<file path="src/rtl/mmu_port_arbiter.sv">
// Shares the MMU core-side AXI-lite port between instruction fetch and data
// load/store. Optional round-robin between the two sides: define ARB_RR_EN.
module mmu_port_arbiter #(
    parameter int ADDR_W = 32,
    parameter int DATA_W = 32
) (
    input  logic                clk,
    input  logic                rst,
    input  logic [ADDR_W-1:0]   i_araddr,
    input  logic                i_arvalid,
    output logic                i_arready,
    output logic [DATA_W-1:0]   i_rdata,
    output logic [1:0]          i_rresp,
    output logic                i_rvalid,
    input  logic                i_rready,
    output logic                i_exc,
    output logic [2:0]          i_exc_vec,
    input  logic [ADDR_W-1:0]   d_araddr,
    input  logic                d_arvalid,
    output logic                d_arready,
    output logic [DATA_W-1:0]   d_rdata,
    output logic [1:0]          d_rresp,
    output logic                d_rvalid,
    input  logic                d_rready,
    input  logic [ADDR_W-1:0]   d_awaddr,
    input  logic                d_awvalid,
    output logic                d_awready,
    input  logic [DATA_W-1:0]   d_wdata,
    input  logic [DATA_W/8-1:0] d_wstrb,
    input  logic                d_wvalid,
    output logic                d_wready,
    output logic [1:0]          d_bresp,
    output logic                d_bvalid,
    input  logic                d_bready,
    output logic                d_exc,
    output logic [2:0]          d_exc_vec,
    output logic [ADDR_W-1:0]   m_araddr,
    output logic                m_arvalid,
    input  logic                m_arready,
    input  logic [DATA_W-1:0]   m_rdata,
    input  logic [1:0]          m_rresp,
    input  logic                m_rvalid,
    output logic                m_rready,
    output logic [ADDR_W-1:0]   m_awaddr,
    output logic                m_awvalid,
    input  logic                m_awready,
    output logic [DATA_W-1:0]   m_wdata,
    output logic [DATA_W/8-1:0] m_wstrb,
    output logic                m_wvalid,
    input  logic                m_wready,
    input  logic [1:0]          m_bresp,
    input  logic                m_bvalid,
    output logic                m_bready,
    output logic                is_instr,
    input  logic                m_exc,
    input  logic [2:0]          m_exc_vec
);

    localparam int STRB_W = DATA_W / 8;

    typedef enum logic [3:0] {
        IDLE     = 4'd0,
        RD_ADDR  = 4'd1,
        RD_DATA  = 4'd2,
        RD_RESP  = 4'd3,
        WR_ADDR  = 4'd4,
        WR_DATA  = 4'd5,
        WR_MDATA = 4'd6,
        WR_RESP  = 4'd7,
        WR_BRESP = 4'd8
    } state_t;

    state_t              r_state,     w_state;
    logic                r_i_arready, w_i_arready;
    logic [DATA_W-1:0]   r_i_rdata,   w_i_rdata;
    logic [1:0]          r_i_rresp,   w_i_rresp;
    logic                r_i_rvalid,  w_i_rvalid;
    logic                r_i_exc,     w_i_exc;
    logic [2:0]          r_i_exc_vec, w_i_exc_vec;
    logic                r_d_arready, w_d_arready;
    logic [DATA_W-1:0]   r_d_rdata,   w_d_rdata;
    logic [1:0]          r_d_rresp,   w_d_rresp;
    logic                r_d_rvalid,  w_d_rvalid;
    logic                r_d_awready, w_d_awready;
    logic                r_d_wready,  w_d_wready;
    logic [1:0]          r_d_bresp,   w_d_bresp;
    logic                r_d_bvalid,  w_d_bvalid;
    logic                r_d_exc,     w_d_exc;
    logic [2:0]          r_d_exc_vec, w_d_exc_vec;
    logic [ADDR_W-1:0]   r_m_araddr,  w_m_araddr;
    logic                r_m_arvalid, w_m_arvalid;
    logic                r_m_rready,  w_m_rready;
    logic [ADDR_W-1:0]   r_m_awaddr,  w_m_awaddr;
    logic                r_m_awvalid, w_m_awvalid;
    logic [DATA_W-1:0]   r_m_wdata,   w_m_wdata;
    logic [STRB_W-1:0]   r_m_wstrb,   w_m_wstrb;
    logic                r_m_wvalid,  w_m_wvalid;
    logic                r_m_bready,  w_m_bready;
    logic                r_is_instr,  w_is_instr;

    logic w_pick_i;
    logic w_gnt_dar;
    logic w_gnt_daw;
    logic w_gnt_iar;
    logic w_own_rready;

`ifdef ARB_RR_EN
    // r_last_instr: 1 when the most recent grant went to fetch (reset = data side).
    logic r_last_instr;
    assign w_pick_i = i_arvalid & (~(d_arvalid | d_awvalid) | ~r_last_instr);

    // Remember which side was served last so a contended IDLE flips the winner.
    always_ff @(posedge clk) begin
        if (rst) begin
            r_last_instr <= 1'b0;
        end else if (r_state == IDLE && (w_gnt_dar || w_gnt_daw || w_gnt_iar)) begin
            r_last_instr <= w_gnt_iar;
        end else begin
            r_last_instr <= r_last_instr;
        end
    end
`else
    assign w_pick_i = i_arvalid & ~d_arvalid & ~d_awvalid;
`endif

    assign w_gnt_iar    = w_pick_i;
    assign w_gnt_dar    = d_arvalid & ~w_pick_i;
    assign w_gnt_daw    = d_awvalid & ~d_arvalid & ~w_pick_i;
    assign w_own_rready = r_is_instr ? i_rready : d_rready;

    // Next-state and next-output computation; every register holds unless changed.
    always_comb begin
        w_state     = r_state;
        w_i_arready = 1'b0;
        w_d_arready = 1'b0;
        w_d_awready = 1'b0;
        w_i_rdata   = r_i_rdata;
        w_i_rresp   = r_i_rresp;
        w_i_rvalid  = r_i_rvalid;
        w_i_exc     = r_i_exc;
        w_i_exc_vec = r_i_exc_vec;
        w_d_rdata   = r_d_rdata;
        w_d_rresp   = r_d_rresp;
        w_d_rvalid  = r_d_rvalid;
        w_d_wready  = r_d_wready;
        w_d_bresp   = r_d_bresp;
        w_d_bvalid  = r_d_bvalid;
        w_d_exc     = r_d_exc;
        w_d_exc_vec = r_d_exc_vec;
        w_m_araddr  = r_m_araddr;
        w_m_arvalid = r_m_arvalid;
        w_m_rready  = r_m_rready;
        w_m_awaddr  = r_m_awaddr;
        w_m_awvalid = r_m_awvalid;
        w_m_wdata   = r_m_wdata;
        w_m_wstrb   = r_m_wstrb;
        w_m_wvalid  = r_m_wvalid;
        w_m_bready  = r_m_bready;
        w_is_instr  = r_is_instr;

        case (r_state)
            IDLE: begin
                if (w_gnt_dar) begin
                    w_d_arready = 1'b1;
                    w_m_araddr  = d_araddr;
                    w_m_arvalid = 1'b1;
                    w_is_instr  = 1'b0;
                    w_state     = RD_ADDR;
                end else if (w_gnt_daw) begin
                    w_d_awready = 1'b1;
                    w_m_awaddr  = d_awaddr;
                    w_m_awvalid = 1'b1;
                    w_is_instr  = 1'b0;
                    w_state     = WR_ADDR;
                end else if (w_gnt_iar) begin
                    w_i_arready = 1'b1;
                    w_m_araddr  = i_araddr;
                    w_m_arvalid = 1'b1;
                    w_is_instr  = 1'b1;
                    w_state     = RD_ADDR;
                end else begin
                    w_state = IDLE;
                end
            end
            RD_ADDR: begin
                if (m_arready) begin
                    w_m_arvalid = 1'b0;
                    w_m_rready  = 1'b1;
                    w_state     = RD_DATA;
                end else begin
                    w_state = RD_ADDR;
                end
            end
            // Fault info is captured only on the response handshake, into the owner's side.
            RD_DATA: begin
                if (m_rvalid) begin
                    w_m_rready = 1'b0;
                    w_state    = RD_RESP;
                    if (r_is_instr) begin
                        w_i_rdata   = m_rdata;
                        w_i_rresp   = m_rresp;
                        w_i_exc     = m_exc;
                        w_i_exc_vec = m_exc_vec;
                        w_i_rvalid  = 1'b1;
                    end else begin
                        w_d_rdata   = m_rdata;
                        w_d_rresp   = m_rresp;
                        w_d_exc     = m_exc;
                        w_d_exc_vec = m_exc_vec;
                        w_d_rvalid  = 1'b1;
                    end
                end else begin
                    w_state = RD_DATA;
                end
            end
            RD_RESP: begin
                if (w_own_rready) begin
                    w_i_rvalid  = 1'b0;
                    w_i_exc     = 1'b0;
                    w_i_exc_vec = 3'b000;
                    w_d_rvalid  = 1'b0;
                    w_d_exc     = 1'b0;
                    w_d_exc_vec = 3'b000;
                    w_is_instr  = 1'b0;
                    w_state     = IDLE;
                end else begin
                    w_state = RD_RESP;
                end
            end
            WR_ADDR: begin
                if (m_awready) begin
                    w_m_awvalid = 1'b0;
                    w_d_wready  = 1'b1;
                    w_state     = WR_DATA;
                end else begin
                    w_state = WR_ADDR;
                end
            end
            WR_DATA: begin
                if (d_wvalid) begin
                    w_d_wready = 1'b0;
                    w_m_wdata  = d_wdata;
                    w_m_wstrb  = d_wstrb;
                    w_m_wvalid = 1'b1;
                    w_state    = WR_MDATA;
                end else begin
                    w_state = WR_DATA;
                end
            end
            WR_MDATA: begin
                if (m_wready) begin
                    w_m_wvalid = 1'b0;
                    w_m_bready = 1'b1;
                    w_state    = WR_RESP;
                end else begin
                    w_state = WR_MDATA;
                end
            end
            WR_RESP: begin
                if (m_bvalid) begin
                    w_m_bready  = 1'b0;
                    w_d_bresp   = m_bresp;
                    w_d_exc     = m_exc;
                    w_d_exc_vec = m_exc_vec;
                    w_d_bvalid  = 1'b1;
                    w_state     = WR_BRESP;
                end else begin
                    w_state = WR_RESP;
                end
            end
            WR_BRESP: begin
                if (d_bready) begin
                    w_d_bvalid  = 1'b0;
                    w_d_exc     = 1'b0;
                    w_d_exc_vec = 3'b000;
                    w_state     = IDLE;
                end else begin
                    w_state = WR_BRESP;
                end
            end
            default: begin
                w_state = IDLE;
            end
        endcase
    end

    // State and output registers; reset clears every output at once.
    always_ff @(posedge clk) begin
        if (rst) begin
            r_state     <= IDLE;
            r_i_arready <= 1'b0;
            r_i_rdata   <= {DATA_W{1'b0}};
            r_i_rresp   <= 2'b00;
            r_i_rvalid  <= 1'b0;
            r_i_exc     <= 1'b0;
            r_i_exc_vec <= 3'b000;
            r_d_arready <= 1'b0;
            r_d_rdata   <= {DATA_W{1'b0}};
            r_d_rresp   <= 2'b00;
            r_d_rvalid  <= 1'b0;
            r_d_awready <= 1'b0;
            r_d_wready  <= 1'b0;
            r_d_bresp   <= 2'b00;
            r_d_bvalid  <= 1'b0;
            r_d_exc     <= 1'b0;
            r_d_exc_vec <= 3'b000;
            r_m_araddr  <= {ADDR_W{1'b0}};
            r_m_arvalid <= 1'b0;
            r_m_rready  <= 1'b0;
            r_m_awaddr  <= {ADDR_W{1'b0}};
            r_m_awvalid <= 1'b0;
            r_m_wdata   <= {DATA_W{1'b0}};
            r_m_wstrb   <= {STRB_W{1'b0}};
            r_m_wvalid  <= 1'b0;
            r_m_bready  <= 1'b0;
            r_is_instr  <= 1'b0;
        end else begin
            r_state     <= w_state;
            r_i_arready <= w_i_arready;
            r_i_rdata   <= w_i_rdata;
            r_i_rresp   <= w_i_rresp;
            r_i_rvalid  <= w_i_rvalid;
            r_i_exc     <= w_i_exc;
            r_i_exc_vec <= w_i_exc_vec;
            r_d_arready <= w_d_arready;
            r_d_rdata   <= w_d_rdata;
            r_d_rresp   <= w_d_rresp;
            r_d_rvalid  <= w_d_rvalid;
            r_d_awready <= w_d_awready;
            r_d_wready  <= w_d_wready;
            r_d_bresp   <= w_d_bresp;
            r_d_bvalid  <= w_d_bvalid;
            r_d_exc     <= w_d_exc;
            r_d_exc_vec <= w_d_exc_vec;
            r_m_araddr  <= w_m_araddr;
            r_m_arvalid <= w_m_arvalid;
            r_m_rready  <= w_m_rready;
            r_m_awaddr  <= w_m_awaddr;
            r_m_awvalid <= w_m_awvalid;
            r_m_wdata   <= w_m_wdata;
            r_m_wstrb   <= w_m_wstrb;
            r_m_wvalid  <= w_m_wvalid;
            r_m_bready  <= w_m_bready;
            r_is_instr  <= w_is_instr;
        end
    end

    assign i_arready = r_i_arready;
    assign i_rdata   = r_i_rdata;
    assign i_rresp   = r_i_rresp;
    assign i_rvalid  = r_i_rvalid;
    assign i_exc     = r_i_exc;
    assign i_exc_vec = r_i_exc_vec;
    assign d_arready = r_d_arready;
    assign d_rdata   = r_d_rdata;
    assign d_rresp   = r_d_rresp;
    assign d_rvalid  = r_d_rvalid;
    assign d_awready = r_d_awready;
    assign d_wready  = r_d_wready;
    assign d_bresp   = r_d_bresp;
    assign d_bvalid  = r_d_bvalid;
    assign d_exc     = r_d_exc;
    assign d_exc_vec = r_d_exc_vec;
    assign m_araddr  = r_m_araddr;
    assign m_arvalid = r_m_arvalid;
    assign m_rready  = r_m_rready;
    assign m_awaddr  = r_m_awaddr;
    assign m_awvalid = r_m_awvalid;
    assign m_wdata   = r_m_wdata;
    assign m_wstrb   = r_m_wstrb;
    assign m_wvalid  = r_m_wvalid;
    assign m_bready  = r_m_bready;
    assign is_instr  = r_is_instr;

endmodule

</file>
<file path="config.mk">
export PLATFORM = sky130hd
export DESIGN_NAME = mmu_port_arbiter
export DESIGN_NICKNAME = d
export VERILOG_FILES = /design/src/rtl/mmu_port_arbiter.sv
export SDC_FILE = /design/constraint.sdc
export NUM_CORES = 1
export LEC_CHECK = 0
export ABC_CLOCK_PERIOD_IN_PS = 1900
export CORE_AREA = 4 4 145 147
export DETAILED_ROUTE_END_ITERATION = 6
export DIE_AREA = 0 0 149 151
export GPL_TIMING_DRIVEN = 0
export PLACE_DENSITY = 0.82
export SETUP_SLACK_MARGIN = 0.4
export SLEW_MARGIN = 30
export SYNTH_ARGS = -nofsm -noshare
export SYNTH_HDL_FRONTEND = slang
export SYNTH_SLANG_ARGS = --single-unit
export TNS_END_PERCENT = 10
</file>
<file path="constraint.sdc">
create_clock -name clk -period 1.9 [get_ports clk]
set_input_delay 0.475 -clock clk [delete_from_list [all_inputs] [get_ports clk]]
set_output_delay 0.475 -clock clk [all_outputs]
set_load 0.005 [all_outputs]
</file>
==> results.md, run 1 <==
* Clock Power Share at 0.330
* Initial antenna violation count at 0
* RSZ-0062 raised after global routing: yes
* Combinational share of power at 0.252
* CTS tree: built
* Setup crit start kind: flip-flop
* FMAX at 563 MHz
* Synth unique cells at 41
* Hold Path Class: flip-flop to flip-flop
* Cell family with most CP delay: buffers and inverters
* Reg2reg setup slack at 0.14 ns
* Worst Path Max Fanout at 2
* CTS root buf: clkbuf_16
* CTS Buf Count at 17
* Post-CTS Hold Buffers at 0
* Synth Register Bits at 195
* Sw power at 3.20 mW
* DR WL/cell at 17.7 um
* Sequential cell fraction of total power at 0.418
* DR iter-0 viols at 296
* Vias at 7714
* CP max stage cell: clkdlybuf4s50_1
* Total power at 11.0 mW
* Final setup TNS at 0 ns
* H-tree depth at 4
* GRT overflow at 0
* # IOs at 377
* Pin count of the biggest net entering global routing at 20
* Max clock buf depth at 2
* Number of flops mapped to enable cells by yosys at 0
* Worst-path clk slew at 0.08 ns
* Slew headroom at 0.535
* Total internal power at 7.85 mW
* Total track usage at 0.229
* Fin nets at 1488
* Sequential cell area fraction in the yosys report at 0.533
* Outcome: finished, final reports clean
* Chip height at 151 um
* Post-synth ARST share at 0
* Antenna diodes at 0
* Data required, critical path at 1.42 ns
* # DRC at 0
* Synth warn at 0
* Gpl congestion at 0.858
* First-pass GRT wire length at 40500 um
* Aggregate routed wire length at 28100 um
* Clock skew at 0.0107 ns
* Switching share of power at 0.289
* Final setup fails at 0
* Port Buffer Count at 374
* Main synth FF type: dfxtp_1
* Die ar. at 0.0225 sq mm
* Min cycle time layout at 1.78 ns
* Clk Latency, worst-skew pair at 0.43 ns
* DR vias/cell at 4.87
* First-pass DRT Iterations at 5
* Mapped Avg Cell Area at 8.32 sq um
* Crit path cell chain: clkdlybuf4s50_1
* Max_cap viols at 0
* Fin. Hold Viols at 0
* Vias in the first global route at 7578
* Most frequent cells in the layout: clkdlybuf4s50_1, nand2_1, dfxtp_1
* WP data arrival at 1.30 ns
* Width of the chip at 149 um
* Commonest non-fill, non-tap cell in the layout: clkdlybuf4s50_1
* Max Slew Vio Count at 0
* Pleak at 5.08 nW
* Pwr per Cell Area at 864 mW/mm^2
* Floorplan Core Area at 0.0199 sq mm
* Clk sinks at 195
* Crit. End Element: output pin
* Crit-path max cell delay at 0.52 ns
* Worst-Margin Slew at 0.698 ns
* Layout cells sized above 1 at 0.142
* Post-layout util at 0.642
* Syn nets at 1066
* Worst Path Class, Setup: flip-flop to output pin
* Layout area overhead at 74.6%
* # rows at 52
* Post-DP HPWL at 20800 um
* Antenna viol nets, final at 0
* CP Buf/Inv Count at 1
* Post-Synthesis Cells at 880
* Mapped cell area at 0.00732 sq mm
* Final Cycle Share at 0.935
* Fillers at 1668
* Initial Util at 0.368
* VDD IR max at 644 uV
==> sequential cells by signal, summed over array words and instances (netlist names), 2 cells and up <==
signal,count
i_rdata,32
m_wdata,32
i_exc_vec,3
r_state,4
d_rresp,2
m_araddr,32
d_rdata,32
m_wstrb,4
d_exc_vec,3
m_awaddr,32
d_bresp,2
i_rresp,2
==> worst min-delay path, delay by kind of cell, from the launching register on <==
family / cells / cell delay (ns)
flops: 1 / 0.31
simple gates: 1 / 0.05
compound gates: 1 / 0.05
==> final cells by class <==
class,instances,area (sq um),share of cell area
sequential,195,3930,0.307
clock buffer,18,429,0.0336
tap,270,338,0.0264
inverter,5,18.8,0.00147
clock inverter,14,160,0.0125
buffer,67,522,0.0408
multi-input combinational,613,3400,0.266
timing repair buffer,403,4000,0.312
==> cell families (layout without fill, tap and decap cells) <==
kind of cell	count (synthesis)	after routing	share of synthesized area
compound gates	195	195	0.157
flops	195	195	0.533
simple gates	376	376	0.209
mux	42	42	0.0579
buf+inv	72	507	0.0434
==> cell usage after synthesis, types with 2 or more instances <==
library cell	count	area, sq um
nor2b_1	3	18.8
buf_6	2	22.5
a211oi_1	23	173
nor2_1	51	191
nand4b_1	2	17.5
clkbuf_1	41	154
a311oi_1	3	26.3
mux2i_1	39	390
and3_1	2	12.5
nand2_1	284	1070
and4b_1	2	20.0
a31oi_1	2	12.5
nor3_1	5	25.0
nand3_1	8	40.0
mux2_2	3	33.8
a211oi_2	10	125
nor4_1	2	12.5
nand2b_1	8	50.1
nor3b_1	2	15.0
buf_1	2	7.51
a21oi_1	148	741
dfxtp_1	195	3900
inv_1	5	18.8
buf_4	2	15.0
buf_2	20	100
==> repair_timing <==
action,4_1_cts,5_1_grt
setup buffers,14,9
endpoints found under the hold margin,0,0
cloned,2,4
endpoints found under the setup margin,384,383
gates resized for setup,171,101
pin swaps,15,25
==> power by group through the flow <==
| stage | combinational (mW) | sequential [mW] | clock, mW |
|---|---|---|---|
| floorplan | 1.06 | 4.71 | 0 |
| global placement | 2.43 | 4.68 | 0 |
| detailed placement | 2.47 | 4.70 | 0 |
| CTS | 2.64 | 4.61 | 3.70 |
| global route | 3.00 | 4.65 | 3.89 |
| finish | 2.79 | 4.61 | 3.65 |
==> through the flow <==
stage,setup slack (ns),hold slack (ns),instance area [sq um],instances
global route,0.0796,0.470,12800,1585
global placement,-0.393,0.441,11400,1524
CTS,0.129,0.455,12300,1572
finish,0.124,0.454,12800,1585
detailed placement,-0.424,0.446,11400,1524
floorplan,0.341,0.450,7360,880
==> worst paths after layout <==
| path | from | depth (start not counted) | end |
|---|---|---|---|
| max reg2reg | r_state[1]$_SDFF_PP0_ | 5 | m_araddr[9]$_SDFFE_PP0P_ |
| min reg2reg | m_awaddr[21]$_SDFFE_PP0P_ | 2 | m_awaddr[21]$_SDFFE_PP0P_ |
| min | m_awaddr[21]$_SDFFE_PP0P_ | 2 | m_awaddr[21]$_SDFFE_PP0P_ |
| max | i_rdata[20]$_SDFFE_PP0P_ | 1 | i_rdata[20] |
==> routing by layer <==
layer | track usage | up-vias | share of wire
met4 | 0.0682 | 0 | 0.020
met3 | 0.0805 | 31 | 0.086
met1 | 0.260 | 3621 | 0.40
li1 | - | 3783 | -
met5 | 0 | - | 0
met2 | 0.407 | 279 | 0.50
No activity file was read; power rests on OpenSTA's default activity.
==> inputs of run 2 (changes only) <==
- ABC_AREA: not set -> 1
- CORE_AREA: 4 4 145 147 -> 2 2 147 149
- PLACE_DENSITY: 0.82 -> 0.78
==> run 2 against run 1 <==
Against the previous run:
- final area is 5.3% lower
- clock-buffer cell count stayed put
- die area stayed put
- non-clock buffer count is 20 lower
- utilization is 6.1 points lower
- maximum frequency is 1.1% higher
- final cell count is 3.9% higher
- area after synthesis is 0.29% lower
- sequential share of layout area is 1.8 points higher
- combinational power is 33% lower
- wire length is 3.7% lower
- critical path type unchanged
==> results.md, run 2 <==
* Max Slew Vio Count at 0
* Reg2reg setup slack at 0.26 ns
* Most frequent cells in the layout: clkdlybuf4s50_1, nand2_1, dfxtp_1
* Sequential cell area fraction in the yosys report at 0.535
* FMAX at 569 MHz
* RSZ-0062 raised after global routing: yes
* Clk Latency, worst-skew pair at 0.43 ns
* Synth warn at 0
* Synth top cells by count: nand2_1, dfxtp_1, nor2_1
* Outcome: finished, final reports clean
* Syn nets at 1142
* Compound-Gate Fraction of Synth Area at 0.164
* Vias in the first global route at 7587
* WP data arrival at 1.28 ns
* DR vias/cell at 4.89
* Number of flops mapped to enable cells by yosys at 0
* Worst R2R Start: r_state[3]$_SDFF_PP0_
* # IOs at 377
* CTS tree: built
* Initial antenna violation count at 0
* Crit-path max cell delay at 0.51 ns
* Post-DP Area at 0.0114 sq mm
* Total track usage at 0.233
* Worst-Margin Slew at 0.572 ns
* Antenna diodes at 0
* XOR/XNOR share of the synthesized area at 0
* Reg2reg path depth at 10
* Clock skew at 0.0151 ns
* Min cycle time layout at 1.76 ns
* Area share of and/or/nand/nor cells after synthesis at 0.241
* Layout area overhead at 65.9%
* First-pass GRT wire length at 40900 um
* Layout cells sized above 1 at 0.0918
* Non-Filler Cell Area, Final at 0.0121 sq mm
* Crit path cell chain: clkdlybuf4s50_1
* Worst Path Max Fanout at 2
* Die ar. at 0.0225 sq mm
* Hold Path Class: flip-flop to flip-flop
* Post-Synthesis Cells at 956
* Crit. End Element: output pin
* Slew headroom at 0.619
* Initial Util at 0.351
* Max_cap viols at 0
* Synth unique cells at 27
* First-pass DRT Iterations at 5
* Fillers at 1957
* CTS Buf Count at 17
* Clk sinks at 195
* H-tree depth at 4
* Fin. Hold Viols at 0
* Main combinational cell family by area after synthesis: simple AND/OR/NAND/NOR gates
* CP Buf/Inv Count at 1
* Aggregate routed wire length at 27100 um
* CP max stage cell: clkdlybuf4s50_1
* Top cells by area, synth: dfxtp_1, nand2_1, nor2_1
* Total power at 9.87 mW
* CP Launch Point: d_rdata[24]$_SDFFE_PP0P_
* Worst-path clk slew at 0.07 ns
* Post-CTS Hold Buffers at 0
* Mapped Avg Cell Area at 7.64 sq um
* Final Cycle Share at 0.925
* Mux share of post-synthesis cell area at 0
* Gpl congestion at 0.880
* Fin nets at 1546
* VDD IR max at 540 uV
* Width of the chip at 149 um
* Pwr per Cell Area at 815 mW/mm^2
* R2R Path End: i_rdata[21]$_SDFFE_PP0P_
* Floorplan Core Area at 0.0208 sq mm
* Setup crit start kind: flip-flop
* Worst Path Class, Setup: flip-flop to output pin
* Most frequent cell after synthesis: nand2_1
* CTS root buf: clkbuf_16
* Final setup TNS at 0 ns
* CP endpoint: d_rdata[24]
* Chip height at 151 um
* # DRC at 0
* Share of the synthesized area in the top cell type at 0.535
* Post-Synth Adder-Cell Area at 0
* Synth Register Bits at 195
* Pin count of the biggest net entering global routing at 19
* GRT overflow at 0
* Critical path depth at 1
* Mapped cell area at 0.00730 sq mm
* # rows at 53
* Post-synth ARST share at 0
* Main synth FF type: dfxtp_1
* Vias at 8062
* Data required, critical path at 1.42 ns
* Antenna viol nets, final at 0
* Pleak at 5.68 nW
* Port Buffer Count at 375
* DR iter-0 viols at 304
* Post-DP HPWL at 20800 um
* Commonest non-fill, non-tap cell in the layout: clkdlybuf4s50_1
* Max clock buf depth at 2
* Cell taking the most area after synthesis: dfxtp_1
* Final setup fails at 0
* Cell family with most CP delay: buffers and inverters
* DR WL/cell at 16.5 um
==> run 2: changes by cell type after synthesis, sizes merged, moves of 5 or more <==
cell / before / now
nor2: 51 / 166
nand3: 8 / 50
mux2i: 39 / 0
a21oi: 149 / 85
clkbuf: 41 / 36
nand2: 284 / 212
nand2b: 8 / 0
inv: 5 / 34
a211oi: 33 / 1
o21ai: 2 / 105
a31oi: 2 / 32
==> run 2: final cells by class <==
| class | instances | area, sq um | area share |
|---|---|---|---|
| inverters | 34 | 130 | 0.0107 |
| flip-flops and latches | 195 | 3930 | 0.325 |
| plain buffers | 65 | 364 | 0.0301 |
| repair buffers | 385 | 3810 | 0.315 |
| multi-input cells | 662 | 2980 | 0.246 |
| clock inverters | 13 | 116 | 0.00961 |
| clock buffers | 18 | 439 | 0.0363 |
| well taps | 275 | 344 | 0.0284 |
==> run 2: cells by family after synthesis <==
| group | after synthesis |
|---|---|
| compound gates | 227 |
| flops | 195 |
| simple gates | 435 |
| buf+inv | 99 |
==> run 2: worst min path at each step <==
stage	from	to	slack [ns]	cells after the start
global route	d_arvalid	m_araddr[1]$_SDFFE_PP0P_	0.45	3
finish	d_bresp[1]$_SDFFE_PP0P_	d_bresp[1]$_SDFFE_PP0P_	0.45	2
detailed placement	d_bresp[1]$_SDFFE_PP0P_	d_bresp[1]$_SDFFE_PP0P_	0.44	2
CTS	d_arvalid	m_araddr[1]$_SDFFE_PP0P_	0.44	3
global placement	d_bresp[1]$_SDFFE_PP0P_	d_bresp[1]$_SDFFE_PP0P_	0.43	2
floorplan	d_bresp[0]$_SDFFE_PP0P_	d_bresp[0]$_SDFFE_PP0P_	0.44	2
==> run 2: timing repair <==
| action | in CTS | in global routing |
|---|---|---|
| pin swaps | 4 | 0 |
| resized for setup | 128 | 44 |
| endpoints found under the setup margin | 374 | 358 |
| buffers inserted | 10 | 0 |
==> run 2: report_power, final <==
group	internal, mW	switching [mW]
clock	1.76	1.73
sequential	4.38	0.147
combinational	0.993	0.872
==> run 2: per-stage QoR <==
stage                util  setup WS (ns)  instances  hold WS [ns]
floorplan               -          0.409        956         0.440
global placement    0.548         -0.619       1606         0.434
detailed placement  0.548         -0.675       1606         0.445
CTS                 0.577          0.130       1647         0.441
global route        0.582          0.107       1647         0.453
finish              0.582          0.143       1647         0.454
==> run 2: worst reg2reg max path: stages, from the launching register on <==
cell and delay [ns]:
dfxtp_2 0.36, inv_1 0.09, nand2_1 0.08, nor2_2 0.14
nand2_2 0.11, inv_4 0.14, nand2_4 0.07, inv_2 0.07
buf_2 0.23, nand2_1 0.12, a21oi_1 0.15
==> run 2: metal layers <==
metal | part of all wire | vias to the layer above | global-route usage | wire, um
met1 | 0.41 | 3747 | 0.278 | 11000
met4 | 0.018 | 0 | 0.0676 | 494
met3 | 0.075 | 37 | 0.0630 | 2020
met2 | 0.50 | 324 | 0.413 | 13600
met5 | 0 | - | 0 | 0
li1 | - | 3954 | - | -
